[src/rtl/mips_mc_pkg.sv]
// Shared opcode/funct constants, ALU and FSM enums for the multi-cycle MIPS core.
package mips_mc_pkg;

  localparam logic [5:0] OP_RTYPE = 6'd0;
  localparam logic [5:0] OP_J     = 6'd2;
  localparam logic [5:0] OP_JAL   = 6'd3;
  localparam logic [5:0] OP_BEQ   = 6'd4;
  localparam logic [5:0] OP_ADDI  = 6'd8;
  localparam logic [5:0] OP_SLTI  = 6'd10;
  localparam logic [5:0] OP_LW    = 6'd35;
  localparam logic [5:0] OP_SW    = 6'd43;

  localparam logic [5:0] FN_ADD = 6'd32;
  localparam logic [5:0] FN_SUB = 6'd34;
  localparam logic [5:0] FN_AND = 6'd36;
  localparam logic [5:0] FN_OR  = 6'd37;
  localparam logic [5:0] FN_SLT = 6'd42;
  localparam logic [5:0] FN_JR  = 6'd8;

  typedef enum logic [2:0] {ALU_ADD, ALU_SUB, ALU_AND, ALU_OR, ALU_SLT} alu_op_e;

  typedef enum logic [2:0] {S_BOOT, S_FETCH, S_DECODE, S_EXEC, S_MEM, S_WB, S_HALT} state_e;

  function automatic logic [31:0] alu(alu_op_e op, logic [31:0] x, logic [31:0] y);
    case (op)
      ALU_SUB: return x - y;
      ALU_AND: return x & y;
      ALU_OR:  return x | y;
      ALU_SLT: return {31'd0, $signed(x) < $signed(y)};
      default: return x + y;
    endcase
  endfunction

  function automatic logic is_legal(logic [5:0] op, logic [5:0] fn);
    case (op)
      OP_RTYPE: return fn inside {FN_ADD, FN_SUB, FN_AND, FN_OR, FN_SLT, FN_JR};
      OP_J, OP_JAL, OP_BEQ, OP_ADDI, OP_SLTI, OP_LW, OP_SW: return 1'b1;
      default: return 1'b0;
    endcase
  endfunction

endpackage

[src/rtl/mc_reg_file.sv]
// 32x32 register file: two combinational read ports, one write port, r0 hardwired to zero.
module mc_reg_file
  import mips_mc_pkg::*;
(
  input  logic        clk,
  input  logic        rst,
  input  logic [4:0]  ra1,
  input  logic [4:0]  ra2,
  input  logic        we,
  input  logic [4:0]  wa,
  input  logic [31:0] wd,
  output logic [31:0] rd1,
  output logic [31:0] rd2
);

  logic [31:0][31:0] regs;

  always_ff @(posedge clk or negedge rst) begin
    if (!rst) regs <= '0;
    else if (we && wa != 5'd0) regs[wa] <= wd;
  end

  assign rd1 = (ra1 == 5'd0) ? 32'd0 : regs[ra1];
  assign rd2 = (ra2 == 5'd0) ? 32'd0 : regs[ra2];

endmodule

[src/rtl/mips_mc_core.sv]
// Multi-cycle MIPS-32 core sharing one handshaked memory port for fetch and data.
// Define MIPS_MC_TRAP_EN to halt with a sticky trap on unknown instructions.
module mips_mc_core
  import mips_mc_pkg::*;
#(
  parameter logic [31:0] RESET_PC = 32'h0000_0000,
  parameter int          ADDR_W   = 32
) (
  input  logic              clk,
  input  logic              rst,
  output logic              mem_req,
  output logic              mem_we,
  output logic [ADDR_W-1:0] mem_addr,
  output logic [31:0]       mem_wdata,
  input  logic [31:0]       mem_rdata,
  input  logic              mem_ready,
  output logic              retire,
  output logic [31:0]       pc_o,
  output logic [31:0]       instr_o,
  output logic              trap
);

  state_e      state, state_n;
  logic [31:0] pc, pc_n, ir, a, b, imm, alu_out, mdr;
  logic [31:0] rd1, rd2, rf_wd, alu_b, alu_y, addr_full;
  logic [4:0]  rf_wa;
  logic [5:0]  op, fn;
  logic        rf_we, ir_ld, mdr_ld;
  alu_op_e     alu_op;
`ifdef MIPS_MC_TRAP_EN
  logic        trap_set, trap_q;
`endif

  assign op = ir[31:26];
  assign fn = ir[5:0];

  mc_reg_file u_rf (
    .clk (clk),
    .rst (rst),
    .ra1 (ir[25:21]),
    .ra2 (ir[20:16]),
    .we  (rf_we),
    .wa  (rf_wa),
    .wd  (rf_wd),
    .rd1 (rd1),
    .rd2 (rd2)
  );

  always_comb begin
    alu_op = ALU_ADD;
    if (op == OP_RTYPE) begin
      case (fn)
        FN_SUB:  alu_op = ALU_SUB;
        FN_AND:  alu_op = ALU_AND;
        FN_OR:   alu_op = ALU_OR;
        FN_SLT:  alu_op = ALU_SLT;
        default: alu_op = ALU_ADD;
      endcase
    end else if (op == OP_SLTI) begin
      alu_op = ALU_SLT;
    end
  end

  assign alu_b = (op == OP_RTYPE) ? b : imm;
  assign alu_y = alu(alu_op, a, alu_b);

  // Word alignment is enforced here rather than trapping on misaligned addresses.
  assign addr_full = ((state == S_FETCH) ? pc : alu_out) & ~32'h3;
  assign mem_addr  = addr_full[ADDR_W-1:0];
  assign mem_wdata = b;
  assign pc_o      = pc;
  assign instr_o   = ir;

  always_comb begin
    state_n = state;
    pc_n    = pc;
    ir_ld   = 1'b0;
    mdr_ld  = 1'b0;
    rf_we   = 1'b0;
    rf_wa   = (op == OP_RTYPE) ? ir[15:11] : ir[20:16];
    rf_wd   = (op == OP_LW) ? mdr : alu_out;
    retire  = 1'b0;
    mem_req = 1'b0;
    mem_we  = 1'b0;
`ifdef MIPS_MC_TRAP_EN
    trap_set = 1'b0;
`endif
    case (state)
      S_BOOT: state_n = S_FETCH;
      S_FETCH: begin
        mem_req = 1'b1;
        if (mem_ready) begin
          ir_ld   = 1'b1;
          pc_n    = pc + 32'd4;
          state_n = S_DECODE;
        end
      end
      S_DECODE: begin
        if (op == OP_J || op == OP_JAL) begin
          pc_n    = {pc[31:28], ir[25:0], 2'b00};
          retire  = 1'b1;
          state_n = S_FETCH;
          if (op == OP_JAL) begin
            rf_we = 1'b1;
            rf_wa = 5'd31;
            rf_wd = pc;
          end
        end else if (op == OP_RTYPE && fn == FN_JR) begin
          pc_n    = rd1;
          retire  = 1'b1;
          state_n = S_FETCH;
        end else if (!is_legal(op, fn)) begin
`ifdef MIPS_MC_TRAP_EN
          trap_set = 1'b1;
          state_n  = S_HALT;
`else
          retire  = 1'b1;
          state_n = S_FETCH;
`endif
        end else begin
          state_n = S_EXEC;
        end
      end
      S_EXEC: begin
        if (op == OP_BEQ) begin
          if (a == b) pc_n = pc + {imm[29:0], 2'b00};
          retire  = 1'b1;
          state_n = S_FETCH;
        end else if (op == OP_LW || op == OP_SW) begin
          state_n = S_MEM;
        end else begin
          state_n = S_WB;
        end
      end
      S_MEM: begin
        mem_req = 1'b1;
        mem_we  = (op == OP_SW);
        if (mem_ready) begin
          if (op == OP_SW) begin
            retire  = 1'b1;
            state_n = S_FETCH;
          end else begin
            mdr_ld  = 1'b1;
            state_n = S_WB;
          end
        end
      end
      S_WB: begin
        rf_we   = 1'b1;
        retire  = 1'b1;
        state_n = S_FETCH;
      end
      S_HALT:  state_n = S_HALT;
      default: state_n = S_BOOT;
    endcase
  end

  always_ff @(posedge clk or negedge rst) begin
    if (!rst) begin
      state   <= S_BOOT;
      pc      <= RESET_PC;
      ir      <= '0;
      a       <= '0;
      b       <= '0;
      imm     <= '0;
      alu_out <= '0;
      mdr     <= '0;
    end else begin
      state <= state_n;
      pc    <= pc_n;
      if (ir_ld)  ir  <= mem_rdata;
      if (mdr_ld) mdr <= mem_rdata;
      if (state == S_DECODE) begin
        a   <= rd1;
        b   <= rd2;
        imm <= {{16{ir[15]}}, ir[15:0]};
      end
      if (state == S_EXEC) alu_out <= alu_y;
    end
  end

`ifdef MIPS_MC_TRAP_EN
  always_ff @(posedge clk or negedge rst) begin
    if (!rst) trap_q <= 1'b0;
    else if (trap_set) trap_q <= 1'b1;
  end
  assign trap = trap_q;
`else
  assign trap = 1'b0;
`endif

endmodule

[config.mk]
export PLATFORM = sky130hd
export DESIGN_NAME = mips_mc_core
export DESIGN_NICKNAME = d
export VERILOG_FILES = /design/src/rtl/mips_mc_pkg.sv /design/src/rtl/mc_reg_file.sv /design/src/rtl/mips_mc_core.sv
export SDC_FILE = /design/constraint.sdc
export NUM_CORES = 2
export LEC_CHECK = 0
export BUFFER_PORTS_ARGS = -buffer_cell sky130_fd_sc_hd__buf_2
export CORE_ASPECT_RATIO = 1.5
export CORE_MARGIN = 2
export CORE_UTILIZATION = 64
export DETAILED_ROUTE_END_ITERATION = 12
export HOLD_SLACK_MARGIN = 0.02
export PLACE_DENSITY = 0.81
export RECOVER_POWER = 100
export SLEW_MARGIN = 20
export SYNTH_ARGS = -nofsm -noshare
export SYNTH_HDL_FRONTEND = slang
export SYNTH_SLANG_ARGS = --single-unit
[constraint.sdc]
create_clock -name clk -period 4.7 [get_ports clk]
set_input_delay 0.94 -clock clk [delete_from_list [all_inputs] [get_ports clk]]
set_output_delay 0.94 -clock clk [all_outputs]
set_load 0.005 [all_outputs]
==> Yosys cells after proc, flatten, opt, wreduce, memory -nomap -nowiden <==
Cells that the tools add are included.
{ "totals": {"elab_cells": 160, "input_bits": 35, "out_inout_bits": 132, "register_bits": 1235} }
{ "classes": {"addsub": 4, "n_reduce_logical": 18, "magnitude_cmp": 5, "n_eq_ne": 31, "muxes": 59, "bitwise": 2} }
{ "op_table": {"columns": ["op", "count"], "rows": [
  ["$bwmux W1024", 1],
  ["$mux W32", 16],
  ["$bmux W32 S5", 2],
  ["$demux W32 S5", 1],
  ["$pmux W32 S4", 1],
  ["$pmux W32 S3", 1],
  ["$add A32 B32 Y32", 2],
  ["$eq A6 B6 Y1 const B", 7],
  ["$add A32 B3 Y32 const B", 1],
  ["$and A32 B32 Y32", 1],
  ["$eq A32 B32 Y1", 1],
  ["$lt A32 B32 Y1", 1],
  ["$or A32 B32 Y32", 1],
  ["$sub A32 B32 Y32", 1],
  ["$mux W5", 4],
  ["$mux W1", 19],
  ["$eq A6 B4 Y1 const B", 3],
  ["$lt A5 B6 Y1 const B", 3],
  ["$mux W3", 6],
  ["$pmux W3 S6", 1],
  ["$eq A3 B2 Y1 const B", 4],
  ["$eq A3 B3 Y1 const B", 4],
  ["$eq A6 B2 Y1 const B", 2],
  ["$ne A2 B2 Y1 const B", 6],
  ["other kinds (21)", 30]
]} }

==> Depth between registers and ports, before layout <==
{ "depth": {"word_depth": 10, "mapped_depth": 20, "mapped_depth_nobuf": 16} }

==> Modules after synthesis <==
From an unflattened synthesis, not the netlist that was laid out.
{ "unflattened": {"hier_cells": 5526, "area_unflattened_um2": 70591.5} }
{ "modules_own_cells": {"columns": ["mod", "cells_per_inst", "seq_area_each_um2", "area_per_inst_um2", "instances"], "rows": [
  ["mc_reg_file", 3501, 25624.6, 54050.6, 1],
  ["mips_mc_core", 2025, 5280.1, 16540.9, 1]
]} }

==> Worst setup path before layout <==
No wires, ideal clock.
{ "synth_timing": {"path_kind": "reg2reg", "from": "reg ir[31] (netlist: instr_o[31])", "to": "reg alu_out[29]", "n_path_buf": 3, "synth_period_minus_slack_ns": 4.248, "setup_slack_ns": 0.452, "stages_incl_launch_ff": 19, "setup_ns": 0.121, "required_ns": 4.579, "arrival_ns": 4.127, "path_cell_list": "dfrtp_1 > buf_2 > nor3_1 > and2_1 > buf_2 > buf_1 > nand2_1 > nand2_1 > inv_1 > ha_1 > or4_1 > or3_1 > a221o_1 > o21ai_4 > a31oi_4 > o21ai_1 > mux2i_1 > nand4_1 > o22a_1"} }
{ "synth_via": {"elab_chain_len": 5, "elab_cells_between_ends": 14, "classes_between": "add/sub: 2; eq/ne: 5; mux: 4; bitwise: 2; reduce/logical: 1"} }
{ "synth_rtl": {"columns": ["item", "line", "source"], "rows": [
  ["start: declaration", "mips_mc_core.sv:24", "logic [31:0] pc, pc_n, ir, a, b, imm, alu_out, mdr;"],
  ["start signal: assignment", "mips_mc_core.sv:171", "if (ir_ld) ir <= mem_rdata;"],
  ["parallel branches: the longest is 4 deep, another holds $add A32 B32 Y32", null, null],
  ["$pmux W32 S4 (*)", "mips_mc_pkg.sv:25", "case (op)"],
  ["end signal: assignment", "mips_mc_core.sv:178", "if (state == S_EXEC) alu_out <= alu_y;"],
  ["end: declaration", "mips_mc_core.sv:24", null]
]} }
Mark *: on every way between the ends.
A chain may end at the register's enable or synchronous reset.

==> Worst setup path after layout <==
{ "layout_timing": {"from": "reg ir[17] (netlist: instr_o[17])", "to": "reg b[30] (netlist: mem_wdata[30])"} }
{ "layout_via": {"elab_chain_len": 3, "elab_cells_between_ends": 4, "classes_between": "mux: 3; reduce/logical: 1"} }
{ "layout_rtl": {"columns": ["item", "line", "source"], "rows": [
  ["$bmux W32 S5", "mc_reg_file.sv:24", "assign rd2 = (ra2 == 5'd0) ? 32'd0 : regs[ra2];"],
  ["$mux W32 (implied by the code)", "mc_reg_file.sv:24", null],
  ["$mux W32 (*)", "mc_reg_file.sv:24", null],
  ["end signal: assignment", "mips_mc_core.sv:175", "b <= rd2;"],
  ["end: declaration", "mips_mc_core.sv:24", null]
]} }
Mark *: on every way between the ends. The rest lies on a longest branch, timed or not. The select of a mux whose other input is x is not followed.

==> flow_summary.json <==
{
  "critPathKind": "reg2reg",
  "muxShareOfSynthArea_pct": 20.4,
  "startpoint_type": "register",
  "seq_area_frac_synth_pct": 44.8,
  "slowest_stage": "dfrtp_1",
  "port-buffer-count": 163,
  "cts_hold_buf": 0,
  "multiInputGateArea_um2": 35500,
  "endpoint_kind": "register",
  "maxCapViolCount": 12,
  "yosys.area.top_type": "dfrtp_1",
  "clk_latency_ns": 0.76,
  "ys_types": 81,
  "wl_mm": 243,
  "die-area_um2": 111000,
  "worstMarginPinSlew_ns": 4.12,
  "nFillCells": 7719,
  "regArea_um2": 30900,
  "synth.ff_latch_count": 1235,
  "hp-class": "in2reg",
  "grt_util_all_layers_pct": 44.3,
  "dp_hpwl_mm": 154,
  "finalSetupTns_ns": -0.0000986,
  "syn_area_per_cell_um2": 10.0,
  "syn_to_final_growth_pct": 9.99,
  "path_max_fanout": 38,
  "place_ws_ns": 0.252,
  "finalPower_mw": 51.5,
  "cts_max_level": 3,
  "final_net_count": 6991,
  "fin_crit_ns": 4.70,
  "hold_viol": 0,
  "async_flop_share_pct": 100,
  "synth_top_family_by_area": "multiplexers",
  "outcome": "finished, violations left",
  "powerDensity_nw_per_um2": 678,
  "grt_pass1_wl_mm": 362,
  "initial_core_util_pct": 64.5,
  "yosysWarningCount": 0,
  "crit_family": "flip-flops",
  "drv_slew": 503,
  "violations": "max-capacitance violations, max-slew violations, negative setup slack",
  "synth_fa_ha_area_share_pct": 2.37,
  "cp.required_ns": 5.33,
  "ys.flop_type": "dfrtp_1",
  "drive_above_1_share_pct": 17.6,
  "grt_pass1_vias": 59059,
  "die_w_um": 272,
  "io_pins": 167,
  "cts_tree": "yes",
  "cts.clk_slew.worst_paths_ns": 0.07,
  "slew_headroom_pct": -175,
  "ant_nets": 0,
  "clock_sinks": 1235,
  "viasPerCell": 7.06,
  "setup_viol": 1,
  "max_stage_delay_ns": 1.54,
  "first_pass_iters": 8,
  "skew_ns": 0.0306,
  "synthSimpleGateAreaFrac_pct": 11.2,
  "die_h_um": 406,
  "setup_slack_ns": -0.0000986,
  "wire_per_inst_um": 29.1,
  "synth_compound_gate_area_share_pct": 15.7,
  "dr_total_vias": 58904,
  "cts_buffers": 115,
  "period_share_pct": 100,
  "ir_drop_v": 0.000663,
  "clockBufferDepth": 3,
  "synth_top_area_share_pct": 44.8,
  "synth_xor_area_share_pct": 1.17,
  "drc": 0,
  "synth_cells": 6899,
  "worstPathCellList": "or2_2 -> buf_4 -> o221ai_1 -> o22ai_1 -> nor3_1 -> a21oi_1 -> o21ai_0",
  "antenna_found_initial": 12,
  "grt_start_max_net_pins": 138,
  "place_congestion": 1.05,
  "worstPathArrival_ns": 5.33,
  "crit_buf_inv": 1,
  "num_rows": 147,
  "synth.area.top_cells": "dfrtp_1 (45%), mux4_2 (15%), o21ai_0 (8.9%)",
  "coreArea_um2": 107000,
  "cts_setup_buffers": 0,
  "cts_resized": 0,
  "synth-edff-count": 0,
  "fmax_mhz": 213,
  "cts-root-buf": "clkbuf_16",
  "syn_area_um2": 69000,
  "p_leak_nw": 32.8,
  "grt_setup_unrepaired": "false",
  "gr-total-overflow": 0,
  "drtIter0Drc": 8078
}
## cell usage in the layout, fill, tap and decap left out, types with 30 or more instances in the layout
cell / count
nand2_1: 1441
dfrtp_1: 1230
o21ai_0: 1205
mux4_2: 448
a21oi_1: 320
mux2i_1: 243
nor2_1: 186
buf_4: 161
mux2_2: 136
ha_1: 126
clkbuf_16: 119
inv_1: 112
clkbuf_1: 110
buf_2: 108
o22ai_1: 90
xnor2_1: 78
o221ai_1: 70
nor3_1: 65
a21o_1: 53
buf_12: 37
nand3_1: 30
## report_power, final
part	internal, mW	total (mW)	switching [mW]
clock network	6.07	10.4	4.30
registers	13.6	17.0	3.47
logic	9.60	24.1	14.5
total	29.2	51.5	22.3
## cell usage after synthesis, types with 24 or more instances
master	instances
nand2_1	1466
dfrtp_1	1235
o21ai_0	1226
clkbuf_1	512
mux4_2	448
a21oi_1	319
mux2i_1	243
nor2_1	189
mux2_2	141
ha_1	126
inv_1	112
o22ai_1	90
xnor2_1	78
o221ai_1	70
nor3_1	68
buf_2	65
a21o_1	53
buf_1	40
nand3_1	35
nand2b_1	31
a31oi_1	26
o211ai_1	24
## worst register-to-register path, cell delays in order, from the launching register on
cell and delay, ns:
dfrtp_1 1.54, or2_2 1.22, buf_4 0.62, o221ai_1 0.28, o22ai_1 0.28, nor3_1 0.09
a21oi_1 0.41, o21ai_0 0.13
## layout make-up
| class | count | area share (%) |
|---|---|---|
| repair buffers | 444 | 4.12 |
| flip-flops and latches | 1235 | 40.7 |
| clock buffers | 155 | 4.36 |
| clock inverters | 55 | 1.09 |
| inverters | 112 | 0.554 |
| multi-input cells | 4919 | 46.8 |
| well taps | 1415 | 2.33 |
| diodes | 6 | 0.0198 |
## sequential cells by signal, indices dropped and copies added (netlist names)
signal and count:
alu_out 32, mem_wdata 32, pc_o 32, state 3
mdr 32, imm 16, instr_o 32, u_rf.regs 1024
a 32
## final timing paths
kind	startpoint	endpoint	slack, ns	cells past startpoint
max	instr_o[17]	mem_wdata[30]	-0.0001	7
min	mem_rdata[31]	instr_o[31]	0.39	3
max reg2reg	instr_o[17]	mem_wdata[30]	-0.0001	7
min reg2reg	u_rf.regs[6]	u_rf.regs[6]	0.40	0
max in group asynchronous	rst	u_rf.regs[503]	0.60	2
min in group asynchronous	rst	u_rf.regs[648]	1.49	1
## through the flow
step                      hold WS (ns)  util (%)  instances  instance area, um^2
final                            0.389      70.9       8341                75900
after global routing             0.397      70.9       8335                75900
after CTS                        0.239      71.4       8335                76500
after detailed placement         0.387      67.6       8125                72300
after global placement           0.381      67.5       8124                72300
after floorplan                  0.445         -       6901                69000
## cells by family (layout without fill, tap and decap cells)
logic type / Yosys count / after routing
other cells: 1 / 9
compound gates: 1955 / 1955
buf+inv: 747 / 766
mux: 832 / 832
simple gates: 1908 / 1908
fa+ha+maj: 129 / 129
xor+xnor: 92 / 92
flops: 1235 / 1235
## per-layer routing
metal / track usage, % / vias up / part of all wire [%]
met5: 0 / - / 0.029
met4: 32.5 / 10 / 8.8
met3: 11.0 / 1256 / 11
met2: 69.4 / 4213 / 46
met1: 53.5 / 28882 / 34
li1: - / 24543 / -
(Power assumes the default switching activity.)
